### src/rtl/led_pwm_bank.sv
// Multi-channel LED driver: one free-running PWM counter feeds phase-staggered breathe/blink
// waveforms. Mode and rate registers are double-buffered and swap only at the period boundary.
module led_pwm_bank #(
  parameter int unsigned CHANNELS   = 3,
  parameter int unsigned PWM_BITS   = 13,
  parameter int unsigned RATE_BITS  = 8,
  parameter logic [1:0]  MODE_RESET = 2'b10
) (
  input  logic                 clk,
  input  logic                 resetn,
  input  logic                 cfg_we,
  input  logic [5:0]           cfg_addr,
  input  logic [RATE_BITS-1:0] cfg_data,
  output logic [CHANNELS-1:0]  led,
  output logic                 period_start
);

  localparam int unsigned PhBits   = PWM_BITS + 1;
  localparam logic [5:0]  RateAddr = 6'd63;

  localparam logic [1:0] ModeOff     = 2'b00;
  localparam logic [1:0] ModeOn      = 2'b01;
  localparam logic [1:0] ModeBreathe = 2'b10;
  localparam logic [1:0] ModeBlink   = 2'b11;

  typedef logic [PhBits-1:0] ph_t;
  typedef ph_t [CHANNELS-1:0] ph_arr_t;

  // Channel i starts i/CHANNELS of the way around the breathing cycle.
  function automatic ph_arr_t ph_reset_values();
    ph_arr_t     vals;
    logic [63:0] num;
    for (int unsigned i = 0; i < CHANNELS; i++) begin
      num     = (64'(i) << PhBits) / 64'(CHANNELS);
      vals[i] = num[PhBits-1:0];
    end
    return vals;
  endfunction

  localparam ph_arr_t PhReset = ph_reset_values();

  logic [PWM_BITS-1:0]      cnt_q, cnt_d;
  logic [RATE_BITS-1:0]     pre_q, pre_d;
  logic [RATE_BITS-1:0]     rate_q, rate_d;
  logic [RATE_BITS-1:0]     rate_sh_q, rate_sh_d;
  logic [CHANNELS-1:0][1:0] mode_q, mode_d;
  logic [CHANNELS-1:0][1:0] mode_sh_q, mode_sh_d;
  ph_arr_t                  ph_q, ph_d;
  logic [CHANNELS-1:0]      led_q, led_d;
  logic                     ps_q, ps_d;
  logic                     boundary;
  logic                     step;
  logic                     rate_wr;

  always_comb begin
    boundary = (cnt_q == {PWM_BITS{1'b1}});
    // The comparison uses the rate that was active before this boundary.
    step     = boundary && (pre_q == rate_q);
    cnt_d    = cnt_q + 1'b1;
    pre_d    = pre_q;
    if (boundary) begin
      pre_d = step ? '0 : pre_q + 1'b1;
    end
    rate_wr   = cfg_we && (cfg_addr == RateAddr);
    rate_sh_d = rate_wr ? cfg_data : rate_sh_q;
    rate_d    = boundary ? rate_sh_d : rate_q;
    ps_d      = boundary;
  end

  always_comb begin
    logic [PWM_BITS-1:0] duty;
    duty      = '0;
    mode_sh_d = mode_sh_q;
    mode_d    = mode_q;
    ph_d      = ph_q;
    led_d     = '0;
    for (int unsigned i = 0; i < CHANNELS; i++) begin
      if (cfg_we && (cfg_addr == 6'(i))) begin
        mode_sh_d[i] = cfg_data[1:0];
      end
      // A write landing in the boundary cycle reaches the active copy at this same edge.
      if (boundary) begin
        mode_d[i] = mode_sh_d[i];
      end
      if (step) begin
        ph_d[i] = ph_q[i] + 1'b1;
      end
      duty = ph_d[i][PWM_BITS] ? ~ph_d[i][PWM_BITS-1:0] : ph_d[i][PWM_BITS-1:0];
      // Built from next-state values so the registered led lines up with cnt_q and
      // period_start: a new mode appears exactly at the first cycle of a period.
      unique case (mode_d[i])
        ModeOff:     led_d[i] = 1'b0;
        ModeOn:      led_d[i] = 1'b1;
        ModeBreathe: led_d[i] = (cnt_d < duty);
        ModeBlink:   led_d[i] = ph_d[i][PWM_BITS];
      endcase
    end
  end

  always_ff @(posedge clk or negedge resetn) begin
    if (!resetn) begin
      cnt_q     <= '0;
      pre_q     <= '0;
      rate_q    <= '0;
      rate_sh_q <= '0;
      mode_q    <= {CHANNELS{MODE_RESET}};
      mode_sh_q <= {CHANNELS{MODE_RESET}};
      ph_q      <= PhReset;
      led_q     <= '0;
      ps_q      <= 1'b0;
    end else begin
      cnt_q     <= cnt_d;
      pre_q     <= pre_d;
      rate_q    <= rate_d;
      rate_sh_q <= rate_sh_d;
      mode_q    <= mode_d;
      mode_sh_q <= mode_sh_d;
      ph_q      <= ph_d;
      led_q     <= led_d;
      ps_q      <= ps_d;
    end
  end

  assign led          = led_q;
  assign period_start = ps_q;

endmodule
### config.mk
export PLATFORM = sky130hd
export DESIGN_NAME = led_pwm_bank
export DESIGN_NICKNAME = d
export VERILOG_FILES = /design/src/rtl/led_pwm_bank.sv
export SDC_FILE = /design/constraint.sdc
export NUM_CORES = 1
export LEC_CHECK = 0
export CAP_MARGIN = 40
export CORE_MARGIN = 3
export CORE_UTILIZATION = 40
export DETAILED_ROUTE_END_ITERATION = 7
export PLACE_DENSITY = 0.58
export SLEW_MARGIN = 20
export SYNTH_ARGS = -nofsm -noshare
export SYNTH_HDL_FRONTEND = slang
export SYNTH_SLANG_ARGS = --single-unit
### constraint.sdc
create_clock -name clk -period 3.7 [get_ports clk]
set_clock_uncertainty 0.2 [all_clocks]
set_input_delay 0.37 -clock clk [delete_from_list [all_inputs] [get_ports clk]]
set_output_delay 0.37 -clock clk [all_outputs]
set_load 0.05 [all_outputs]
# == Word-level counts from Yosys, hierarchy flattened ==
# Index checks and enable logic that the tools add are counted.
# word_totals
mem_bits_ro,0
out_inout_bits,4
ramBits,0
elab_cells,66
reg_bits,95
in_bits,17
n_memories,0
latchBits,0
# classes
mul,0
mux,17
reduce_logical,9
addsub,5
n_lt_le_gt_ge,3
n_eq_ne,14
n_bitwise,3
div,0
n_shift,0
# op_table
op,n
"14-bit by 1-bit adder with 14-bit output, second input constant",3
14-bit two-way mux,3
13-bit < comparator,3
13-bit two-way mux,3
13-bit NOT,3
8-bit two-way mux,2
"13-bit by 1-bit adder with 13-bit output, second input constant",1
"13-bit equality test, second input constant",1
"2-bit equality test, second input constant",6
2-bit two-way mux,6
1-bit case mux with 4 select lines,3
"8-bit by 1-bit adder with 8-bit output, second input constant",1
8-bit equality test,1
"2-bit by 1-bit equality test with 1-bit output, second input constant",3
"6-bit by 1-bit equality test with 1-bit output, second input constant",1
"6-bit by 2-bit equality test with 1-bit output, second input constant",1
"6-bit equality test, second input constant",1
2-bit zero test,3
6-bit zero test,1
1-bit logical AND,5

# == Logic depth before layout (Yosys ltp) ==
# Gate-level depths: netlist of the first run.
# logic_depth
ltp_word,7
ltp_mapped,17
mapped_depth_nobuf,15

# == Least setup slack after synthesis of the first run ==
# No wires, ideal clock.
# synth_path
path_type,register -> register
startpoint,register ph_q[18] in the netlist's numbering
endpoint,register led_q[1] (netlist: led[1])
required_time_ns,3.422
t_arrival_ns,3.277
path_stages_with_launch,14
slack_ns,0.145
n_path_buf,1
synth_period_minus_slack_ns,3.555
cell_sequence,dfstp_2 -> nand4_1 -> or4_4 -> nor2_1 -> xnor2_1 -> buf_4 -> xor2_1 -> ha_1 -> a21oi_1 -> o21ai_0 -> a221oi_1 -> a21oi_1 -> a311o_1 -> a21oi_1
# synth_between
elab_chain_cells,6
# synth_lines
element,line,source
from (decl),48,"ph_arr_t ph_q, ph_d;"
from (signal assigned),108,ph_q <= PhReset;
from (signal assigned),118,ph_q <= ph_d;
14-bit by 1-bit adder with 14-bit output,86,ph_d[i] = ph_q[i] + 1'b1;
14-bit two-way mux *,85,if (step) begin
13-bit NOT,88,duty = ph_d[i][PWM_BITS] ? ~ph_d[i][PWM_BITS-1:0] : ph_d[i][PWM_BITS-1:0];
13-bit two-way mux,88,
13-bit < comparator,94,ModeBreathe: led_d[i] = (cnt_d < duty);
1-bit case mux with 4 select lines *,91,unique case (mode_d[i])
via led_d[1],49,"logic [CHANNELS-1:0] led_q, led_d;"
to (signal assigned),119,led_q <= led_d;
to (decl),49,
# The timed path passes the listed nets; every way through them passes the cells marked *.
# A chain may end at the register's enable or synchronous reset.

==> results of run 1 <==
timing repair:
action / in CTS / in global routing
pin swaps: 19 / 8
hold buffers: 1 / 0
setup endpoints to repair: 3 / 3
hold endpoints to repair: 36 / 0
gates resized for setup: 17 / 7
buffers inserted: 15 / 3
path summary, 6_finish.rpt:
check / depth (start not counted) / slack (ps) / to / startpoint
setup / recovery: 17 / -70 / led[2] / cnt_q[1]
hold / removal: 2 / 280 / mode_q[1] / mode_q[1]
setup reg to reg: 17 / -70 / led[2] / cnt_q[1]
hold reg to reg: 2 / 280 / mode_q[1] / mode_q[1]
max in group asynchronous: 3 / 2010 / ph_q[29] / resetn
min in group asynchronous: 2 / 410 / ph_q[8] / resetn
sequential cells by signal, summed over array words and instances (netlist names):
signal        count
ph_q             42
pre_q             8
led               3
cnt_q            13
mode_q            6
period_start      1
rate_sh_q         8
rate_q            8
mode_sh_q         6
cell usage in the layout (no fill, tap or decap), drive strengths merged, types with 3 or more instances in the layout:
cell	instances
buf	81
nor3	17
nand3	32
and4	12
a311o	3
xnor2	42
o21a	3
clkbuf	9
nand2b	5
nand2	94
mux2	14
clkdlybuf4s50	19
a31oi	3
dfrtp	75
a221oi	3
and3	8
a21oi	23
dfstp	20
nor4	5
inv	20
nand4	13
nor3b	3
nor2	16
ha	41
xor2	56
or3	7
o21ai	24
report_power, final:
group,total (mW),switching (mW),internal [mW],leakage (nW)
Combinational,0.0839,0.0484,0.0355,2.06
Sequential,1.07,0.00687,1.06,1.18
Clock,0.966,0.433,0.533,0.147
Total,2.12,0.489,1.63,3.39
layer usage:
layer / vias up / share of wire, % / global-route usage (%)
li1: 2193 / - / -
met2: 77 / 46 / 29.3
met1: 2166 / 49 / 25.2
met5: - / 0 / 0
met3: 26 / 2.8 / 2.38
met4: 0 / 2.6 / 7.51
worst min-delay path, delay by kind of cell (launching register included):
family	cells	cell delay, ps
flip-flops	1	380
AND/OR/NAND/NOR	2	110
area by class of cell:
cell class	count	share of cell area (%)
clock inverter	7	1.06
multi-input combinational	444	46.7
timing repair buffer	102	12.2
sequential	95	32.9
inverter	17	0.943
tap	180	3.09
clock buffer	9	3.09
cells by family after synthesis:
family,after synthesis,share of synthesized area (%)
simple gates,218,21.0
xor+xnor,98,16.5
mux,16,3.01
flops,95,40.7
fa+ha+maj,41,8.70
compound gates,71,7.30
buf+inv,30,2.78
==> run_results.csv, run 1 <==
group,metric,value,unit
setup_path,worstPathRequired,3780,ps
timing,fin_hold_ws,284,ps
die,fp.dieArea,16200,µm²
detailed_routing,wl,14100,µm
setup_path,path_class,"flip-flop to flip-flop",
setup_path,slowest_delay,370,ps
synthesis,yosysUniqueCellTypes,57,
job,max-cap-violations,0,
power,finalPower,2.12,mW
timing,finalHoldViolCount,0,
setup_path,critPathArrivalTime,3850,ps
power,leakage,3.39,nW
timing,min_period,3770,ps
detailed_routing,vias,4462,
clocking,clock-root-buffer,"clkbuf_16",
setup_path,crit_family,"compound AO/OA/AOI/OAI gates",
global_route,antenna_found_initial,0,
clocking,cts.sink_count,95,
power,power.density,290,nW/µm²
setup_path,worst_setup_path_end_kind,"flip-flop",
synthesis,ys_seq_elements,95,
timing,grt_setup_unrepaired,"true",
global_route,grt_max_degree,50,
synthesis,synthCells,569,
global_route,grt_pass1_vias,4729,
synthesis,synth-seq-area-share,40.7,%
die,ioPinCount,21,
clocking,cts_tree,"yes",
outcome,status,"finished with violations",
setup_path,cp_num_buf_inv,3,
timing,drv_slew,0,
die,core,14100,µm²
final_layout,area_growth,23.7,%
setup_path,cp_cell_sequence,"ha_2 -> and4_4 -> nand4_4 -> clkinv_4 -> nand3_4 -> buf_6 -> nor3_4 -> xor2_1 -> xor2_1 -> ha_1 -> a21oi_2 -> o21ai_1 -> a221oi_2 -> buf_4 -> a21boi_1 -> a311o_1 -> a21oi_2",
timing,setup_slack,-70.9,ps
timing,finalSetupTns,-87.0,ps
power,ir_worst_vdd,237,µV
die,initial_utilization,41.7,%
synthesis,synth_ff_type,"dfrtp_1",
outcome,violations,"setup timing",
final_layout,multi_input_area,3410,µm²
clocking,numCtsBuffers,9,
synthesis,yosysTopAreaCell,"dfrtp_1",
global_route,grt_pass1_wl,23700,µm
final_layout,layout-drive-gt1-share,27.3,%
placed_design,port_buffers,20,
setup_path,startpoint_type,"flip-flop",
clocking,cts_max_level,3,
detailed_routing,drtIter0Drc,193,
final_layout,fin_util,51.6,%
timing,max_freq,265,MHz
detailed_routing,wl_per_cell,16.5,µm
clocking,clockBufferDepth,2,
setup_path,cp_max_fo,7,
timing,finalSetupViolCount,2,
synthesis,synthTopCellsByCount,"nand2_1, dfrtp_1, xor2_1, ha_1, xnor2_1",
die,fp.dieW,127,µm
placed_design,dp_hpwl,10600,µm
placed_design,gp_congestion,0.855,
final_layout,seqCellArea,2400,µm²
detailed_routing,drc_errors,0,
detailed_routing,drt_first_pass_iters,5,
final_layout,nNetsFinal,727,
detailed_routing,vias_per_cell,5.22,
timing,tightest_slew,694,ps
placed_design,placed_area,6750,µm²
clocking,clk_pin_slew_worst_paths,70,ps
worst_hold_path,hold_path.class,"flip-flop to flip-flop",
final_layout,final_area,7300,µm²
timing,post-route-period-util,102,%
synthesis,synth_most_common_cell,"nand2_1",
synthesis,synth_edf_count,0,
clocking,clk_latency,350,ps
die,die_y,127,µm
detailed_routing,ant_nets,0,
timing,max-slew-margin-rel,53.7,%
final_layout,n_fill_cell,1256,
synthesis,synth_fp_nets,627,
placed_design,dp_slack,-209,ps
synthesis,yosys-top-cells-area,"dfrtp_1, dfstp_2, ha_1",
synthesis,syn_area,5900,µm²
setup_path,cpMaxStageDelayCell,"dfrtp_1",
synthesis,synth.top_cell.area_share,31.8,%
synthesis,synthArstFlopShare,100,%
final_layout,num_antenna_cells,0,
synthesis,syn_area_per_cell,10.4,µm²
global_route,grt_util_all_layers,18.3,%
final_layout,fin_cells,854,
global_route,grt-ovfl-total,0,
die,rows,43,
synthesis,yosysWarningCount,0,
placed_design,place_inst,819,
(Power assumes the default switching activity.)
==> run 2, diff against run 1 <==
--- a/config.mk
+++ b/config.mk
@@ -7,9 +7,9 @@
 export LEC_CHECK = 0
 export CAP_MARGIN = 40
 export CORE_MARGIN = 3
-export CORE_UTILIZATION = 40
+export CORE_UTILIZATION = 25
 export DETAILED_ROUTE_END_ITERATION = 7
-export PLACE_DENSITY = 0.58
+export PLACE_DENSITY = 0.41
 export SLEW_MARGIN = 20
 export SYNTH_ARGS = -nofsm -noshare
 export SYNTH_HDL_FRONTEND = slang
==> run 2 against run 1 <==
Effect of this change: the flow still finishes with violations (setup timing); non-clock buffer count up 23; combinational power rose by 5.6%; worst setup slack improved by 58 ps; core utilization shrank 17 points; critical endpoint is now led[1]; sequential power hardly changed; flip-flop and latch count unchanged; register-to-register slack improved by 60 ps; largest power group unchanged; final cell count is 18% higher; highest routed layer unchanged; die area grew 57%.
==> run_results.csv, run 2 (synthesis results as in run 1) <==
group,metric,value,unit
outcome,status,"finished with violations",
outcome,violations,"setup timing",
final_layout,top_register,"ph_q",
final_layout,area_growth,34.9,%
timing,max_freq,269,MHz
setup_path,cp_num_buf_inv,5,
die,fp.dieW,160,µm
detailed_routing,vias,4516,
timing,finalSetupViolCount,1,
setup_path,slowest_delay,360,ps
power,power.density,275,nW/µm²
setup_path,worst_setup_path_end_kind,"flip-flop",
timing,finalHoldViolCount,0,
detailed_routing,wl_per_cell,15.4,µm
die,core,22900,µm²
global_route,grt_util_all_layers,12.4,%
die,die_y,160,µm
die,ioPinCount,21,
clocking,clk_pin_slew_worst_paths,70,ps
setup_path,crit_family,"simple AND/OR/NAND/NOR gates",
worst_hold_path,min_from,"mode_q[3]",
timing,min_period,3710,ps
placed_design,port_buffers,20,
final_layout,final_area,7960,µm²
global_route,antenna_found_initial,0,
detailed_routing,vias_per_cell,4.47,
detailed_routing,drtIter0Drc,162,
final_layout,layout_common_cells,"nand2_1, buf_4, dfrtp_1",
power,ir_worst_vdd,239,µV
setup_path,critPathArrivalTime,3800,ps
clocking,clock-root-buffer,"clkbuf_16",
timing,drv_slew,0,
global_route,grt_pass1_wl,25000,µm
clocking,cts_tree,"yes",
job,max-cap-violations,0,
timing,setup_slack,-12.6,ps
clocking,clk_latency,350,ps
setup_path,cpMostUsedCell,"buf_4",
setup_path,cp_cell_sequence,"ha_2 -> and4_4 -> nand4_4 -> buf_8 -> buf_4 -> nor4_4 -> and4_4 -> xor2_4 -> xor2_1 -> ha_1 -> buf_4 -> buf_4 -> a221oi_2 -> buf_4 -> a21oi_1 -> a311o_1 -> a21oi_2",
setup_path,critPathLaunch,"cnt_q[1]",
detailed_routing,wl,15600,µm
setup_path,worstPathRequired,3790,ps
setup_path,path_class,"flip-flop to flip-flop",
placed_design,dp_hpwl,11500,µm
detailed_routing,ant_nets,0,
die,rows,55,
timing,tightest_slew,709,ps
final_layout,largest_register_ffs,42,
timing,max-slew-margin-rel,52.6,%
final_layout,multi_input_area,3650,µm²
placed_design,gp_congestion,0.795,
final_layout,n_fill_cell,2290,
detailed_routing,drt_first_pass_iters,5,
placed_design,place_inst,971,
clocking,cts.sink_count,95,
final_layout,reg_top3,"ph_q: 42 flops, cnt_q: 13 flops",
detailed_routing,drc_errors,0,
worst_hold_path,hold_path.class,"flip-flop to flip-flop",
clocking,numCtsBuffers,9,
die,initial_utilization,25.7,%
die,fp.dieArea,25500,µm²
final_layout,fin_cells,1010,
global_route,grt-ovfl-total,0,
final_layout,layout-drive-gt1-share,33.9,%
setup_path,startpoint_type,"flip-flop",
final_layout,num_antenna_cells,0,
clocking,cts_max_level,3,
global_route,grt_pass1_vias,4624,
setup_path,cp_max_fo,4,
setup_path,reg2reg_from,"cnt_q[1]",
placed_design,dp_slack,-303,ps
final_layout,nNetsFinal,750,
timing,post-route-period-util,100,%
power,leakage,3.64,nW
global_route,grt_max_degree,47,
final_layout,seqCellArea,2400,µm²
timing,grt_setup_unrepaired,"true",
clocking,clockBufferDepth,2,
placed_design,placed_area,7090,µm²
setup_path,cpMaxStageDelayCell,"dfrtp_1",
[run 2: layer usage]
layer	global-route usage (%)	vias up	share of wire [%]	wire length [µm]
met5	0	-	0	0
met4	4.38	0	1.8	286
met3	1.56	18	3.1	482
met2	20.1	60	47	7370
met1	17.1	2209	48	7460
li1	-	2229	-	-
[run 2: stage by stage]
step	util, %	TNS (ps)	power [mW]	hold WS (ps)
detailed placement	30.9	-533	1.18	167
global placement	30.8	-363	1.17	265
finish	34.7	-12.6	2.19	274
floorplan	-	0	1.12	-126
global route	34.7	-600	2.28	295
CTS	33.3	-1.28	2.23	273
[run 2: worst paths after layout]
kind,end,depth (start not counted),slack (ps)
worst max register to register,led[1],17,-10
worst min register to register,mode_q[3],2,270
min in group asynchronous,cnt_q[3],2,330
max in group asynchronous,ph_q[37],4,2050
worst max-delay path,led[1],17,-10
worst min-delay path,mode_q[3],2,270
[run 2: final cells by class]
cell class	instances	share of cell area (%)
Sequential cell	95	30.2
Clock inverter	7	1.20
Timing Repair Buffer	125	14.1
Multi-Input combinational cell	444	45.9
Clock buffer	9	2.83
Tap cell	313	4.92
Inverter	17	0.865
[run 2: repair_timing]
action | 4_1_cts | 5_1_grt
endpoints found under the setup margin | 3 | 3
hold endpoints to repair | 24 | 0
hold buffers | 1 | 0
pin swaps | 17 | 31
resized for setup | 21 | 40
setup buffers | 11 | 10
gates cloned | 0 | 1
[run 2: worst min-delay path, delay by kind of cell, from the launching register on]
family | cells | cell delay (ps)
flops | 1 | 380
simple gates | 2 | 90
[run 2: power by group]
group          internal [mW]  switching (mW)  leakage, nW  total, mW
Combinational         0.0386          0.0500         2.30     0.0886
Clock                  0.594           0.434        0.156       1.03
Sequential              1.06         0.00653         1.18       1.07
Total                   1.69           0.491         3.64       2.19
==> run 3, diff against run 2 <==
==> constraint.sdc (replaced) <==
create_clock -name clk -period 3 [get_ports clk]
set_clock_uncertainty 0.2 [all_clocks]
set_input_delay 0.3 -clock clk [delete_from_list [all_inputs] [get_ports clk]]
set_output_delay 0.3 -clock clk [all_outputs]
set_load 0.05 [all_outputs]
==> run 3 against run 2 <==
Effect of this change: sequential power grew 23%; clock power grew 15%; the run still ends with setup timing left; core utilization up 1.4 points; critical endpoint unchanged; final cell count up 5.8%; count of clock-buffer cells in the layout increased by 3; fmax is 1.7% higher; non-clock buffer count grew 59; global-route usage rose by 0.47 points.
==> run_results.csv, run 3 (synthesis results as in run 1) <==
group,metric,value,unit
outcome,status,"finished with violations",
outcome,violations,"setup timing",
detailed_routing,drtIter0Drc,143,
global_route,grt-ovfl-total,0,
global_route,grt_pass1_wl,26200,µm
global_route,grt_max_degree,43,
clocking,clockBufferDepth,2,
placed_design,dp_hpwl,12200,µm
clocking,clock-root-buffer,"clkbuf_16",
clocking,cts.sink_count,95,
setup_path,path_class,"flip-flop to flip-flop",
power,finalPower,2.60,mW
final_layout,largest_register_ffs,42,
timing,setup_slack,-650,ps
clocking,numCtsBuffers,9,
timing,post-route-period-util,122,%
final_layout,n_fill_cell,2299,
global_route,antenna_found_initial,0,
detailed_routing,wl,16000,µm
clocking,cts_tree,"yes",
power,ir_worst_vdd,283,µV
timing,grt_setup_unrepaired,"true",
final_layout,nNetsFinal,809,
timing,drv_slew,0,
timing,finalSetupViolCount,3,
die,ioPinCount,21,
final_layout,layout-drive-gt1-share,37.6,%
clocking,cts_max_level,3,
setup_path,slowest_delay,350,ps
die,fp.dieArea,25500,µm²
detailed_routing,ant_nets,0,
timing,tightest_slew,774,ps
power,leakage,3.92,nW
detailed_routing,vias,4705,
global_route,grt_pass1_vias,4863,
timing,finalHoldViolCount,0,
die,fp.dieW,160,µm
setup_path,cp_max_fo,5,
detailed_routing,drt_first_pass_iters,4,
worst_hold_path,hold_path.class,"flip-flop to flip-flop",
setup_path,cpMostUsedCell,"and4_4",
job,max-cap-violations,0,
timing,fin_hold_ws,278,ps
global_route,grt_util_all_layers,12.9,%
die,rows,55,
timing,max_freq,274,MHz
die,initial_utilization,25.7,%
detailed_routing,wl_per_cell,14.9,µm
placed_design,gp_congestion,0.778,
setup_path,critPathArrivalTime,3720,ps
final_layout,multi_input_area,3610,µm²
detailed_routing,vias_per_cell,4.40,
die,core,22900,µm²
setup_path,worstPathRequired,3070,ps
final_layout,final_common_cell,"buf_4",
final_layout,area_growth,40.2,%
final_layout,num_antenna_cells,0,
setup_path,startpoint_type,"flip-flop",
final_layout,seqCellArea,2400,µm²
timing,max-slew-margin-rel,48.0,%
power,power.density,315,nW/µm²
final_layout,reg_top3,"ph_q: 42 flops, cnt_q: 13 flops",
detailed_routing,drc_errors,0,
clocking,clk_pin_slew_worst_paths,70,ps
die,die_y,160,µm
final_layout,layout_common_cells,"buf_4, nand2_1, dfrtp_1",
placed_design,port_buffers,20,
setup_path,cpMaxStageDelayCell,"dfrtp_1",
clocking,clk_latency,350,ps
setup_path,worst_setup_path_end_kind,"flip-flop",
final_layout,top_register,"ph_q",
timing,min_period,3650,ps
setup_path,cp_cell_sequence,"ha_2 -> and4_4 -> nand4_4 -> buf_12 -> nor4_4 -> and4_4 -> xor2_4 -> xor2_1 -> ha_1 -> and4_4 -> a221oi_4 -> nand2_1 -> a221o_1 -> a21oi_2",
-- run 3: cell types whose count changed in the layout (fill, tap and decap cells not counted), sizes merged --
cell / delta
buf: +59
clkbuf: +2
bufbuf: +1
bufinv: -1
clkinv: -1
inv: -1
-- run 3: path summary, 6_finish.rpt --
path,start,endpoint,slack [ps],cells past startpoint
setup / recovery,cnt_q[0],led[1],-650,14
hold / removal,mode_q[5],mode_q[5],280,2
setup reg to reg,cnt_q[0],led[1],-650,14
hold reg to reg,mode_q[5],mode_q[5],280,2
max in group asynchronous,resetn,ph_q[14],1480,3
min in group asynchronous,resetn,ph_q[36],310,2
-- run 3: per-layer routing --
| metal | vias to the layer above | share of wire [%] | global-route usage [%] |
|---|---|---|---|
| li1 | 2356 | - | - |
| met1 | 2273 | 48 | 17.4 |
| met2 | 58 | 48 | 21.6 |
| met3 | 18 | 2.4 | 1.72 |
| met4 | 0 | 1.7 | 3.90 |
| met5 | - | 0 | 0 |
-- run 3: repair_timing --
| item | in CTS | in global routing |
|---|---|---|
| cloned | 1 | 0 |
| setup endpoints to repair | 3 | 3 |
| resized for setup | 23 | 21 |
| pin swaps | 25 | 14 |
| buffers inserted | 15 | 2 |
| hold endpoints to repair | 29 | 0 |
| hold buffers | 1 | 0 |
-- run 3: power breakdown --
part           switching (mW)  internal [mW]  total (mW)  leakage, nW
logic                  0.0620         0.0484       0.110         2.59
clock network           0.508          0.668        1.18        0.143
registers             0.00860           1.31        1.32         1.18
total                   0.578           2.03        2.60         3.92
-- run 3: final cells by class --
cell class	count	share of cell area (%)
clock buffer	12	2.98
clock inverter	4	0.575
inverter	17	0.832
multi-input combinational	444	43.6
sequential	95	29.1
tap	313	4.74
timing repair buffer	184	18.2
-- run 3: through the flow --
stage / std cells / instance area [µm²] / setup WS [ps] / TNS (ps) / utilization [%]
after detailed placement: 1034 / 7560 / -821 / -2210 / 33.0
after CTS: 1067 / 8140 / -646 / -1850 / 35.5
after global routing: 1069 / 8270 / -886 / -2510 / 36.1
after floorplan: 569 / 5970 / -404 / -1060 / -
after global placement: 1034 / 7560 / -769 / -2100 / 33.0
final: 1069 / 8270 / -650 / -1820 / 36.1
-- run 3: critical path: cells and delay by family (launching register included) --
family | cells | cell delay (ps)
xor+xnor | 2 | 380
flops | 1 | 350
simple gates | 6 | 1260
buf+inv | 1 | 200
fa+ha+maj | 2 | 440
compound gates | 3 | 750
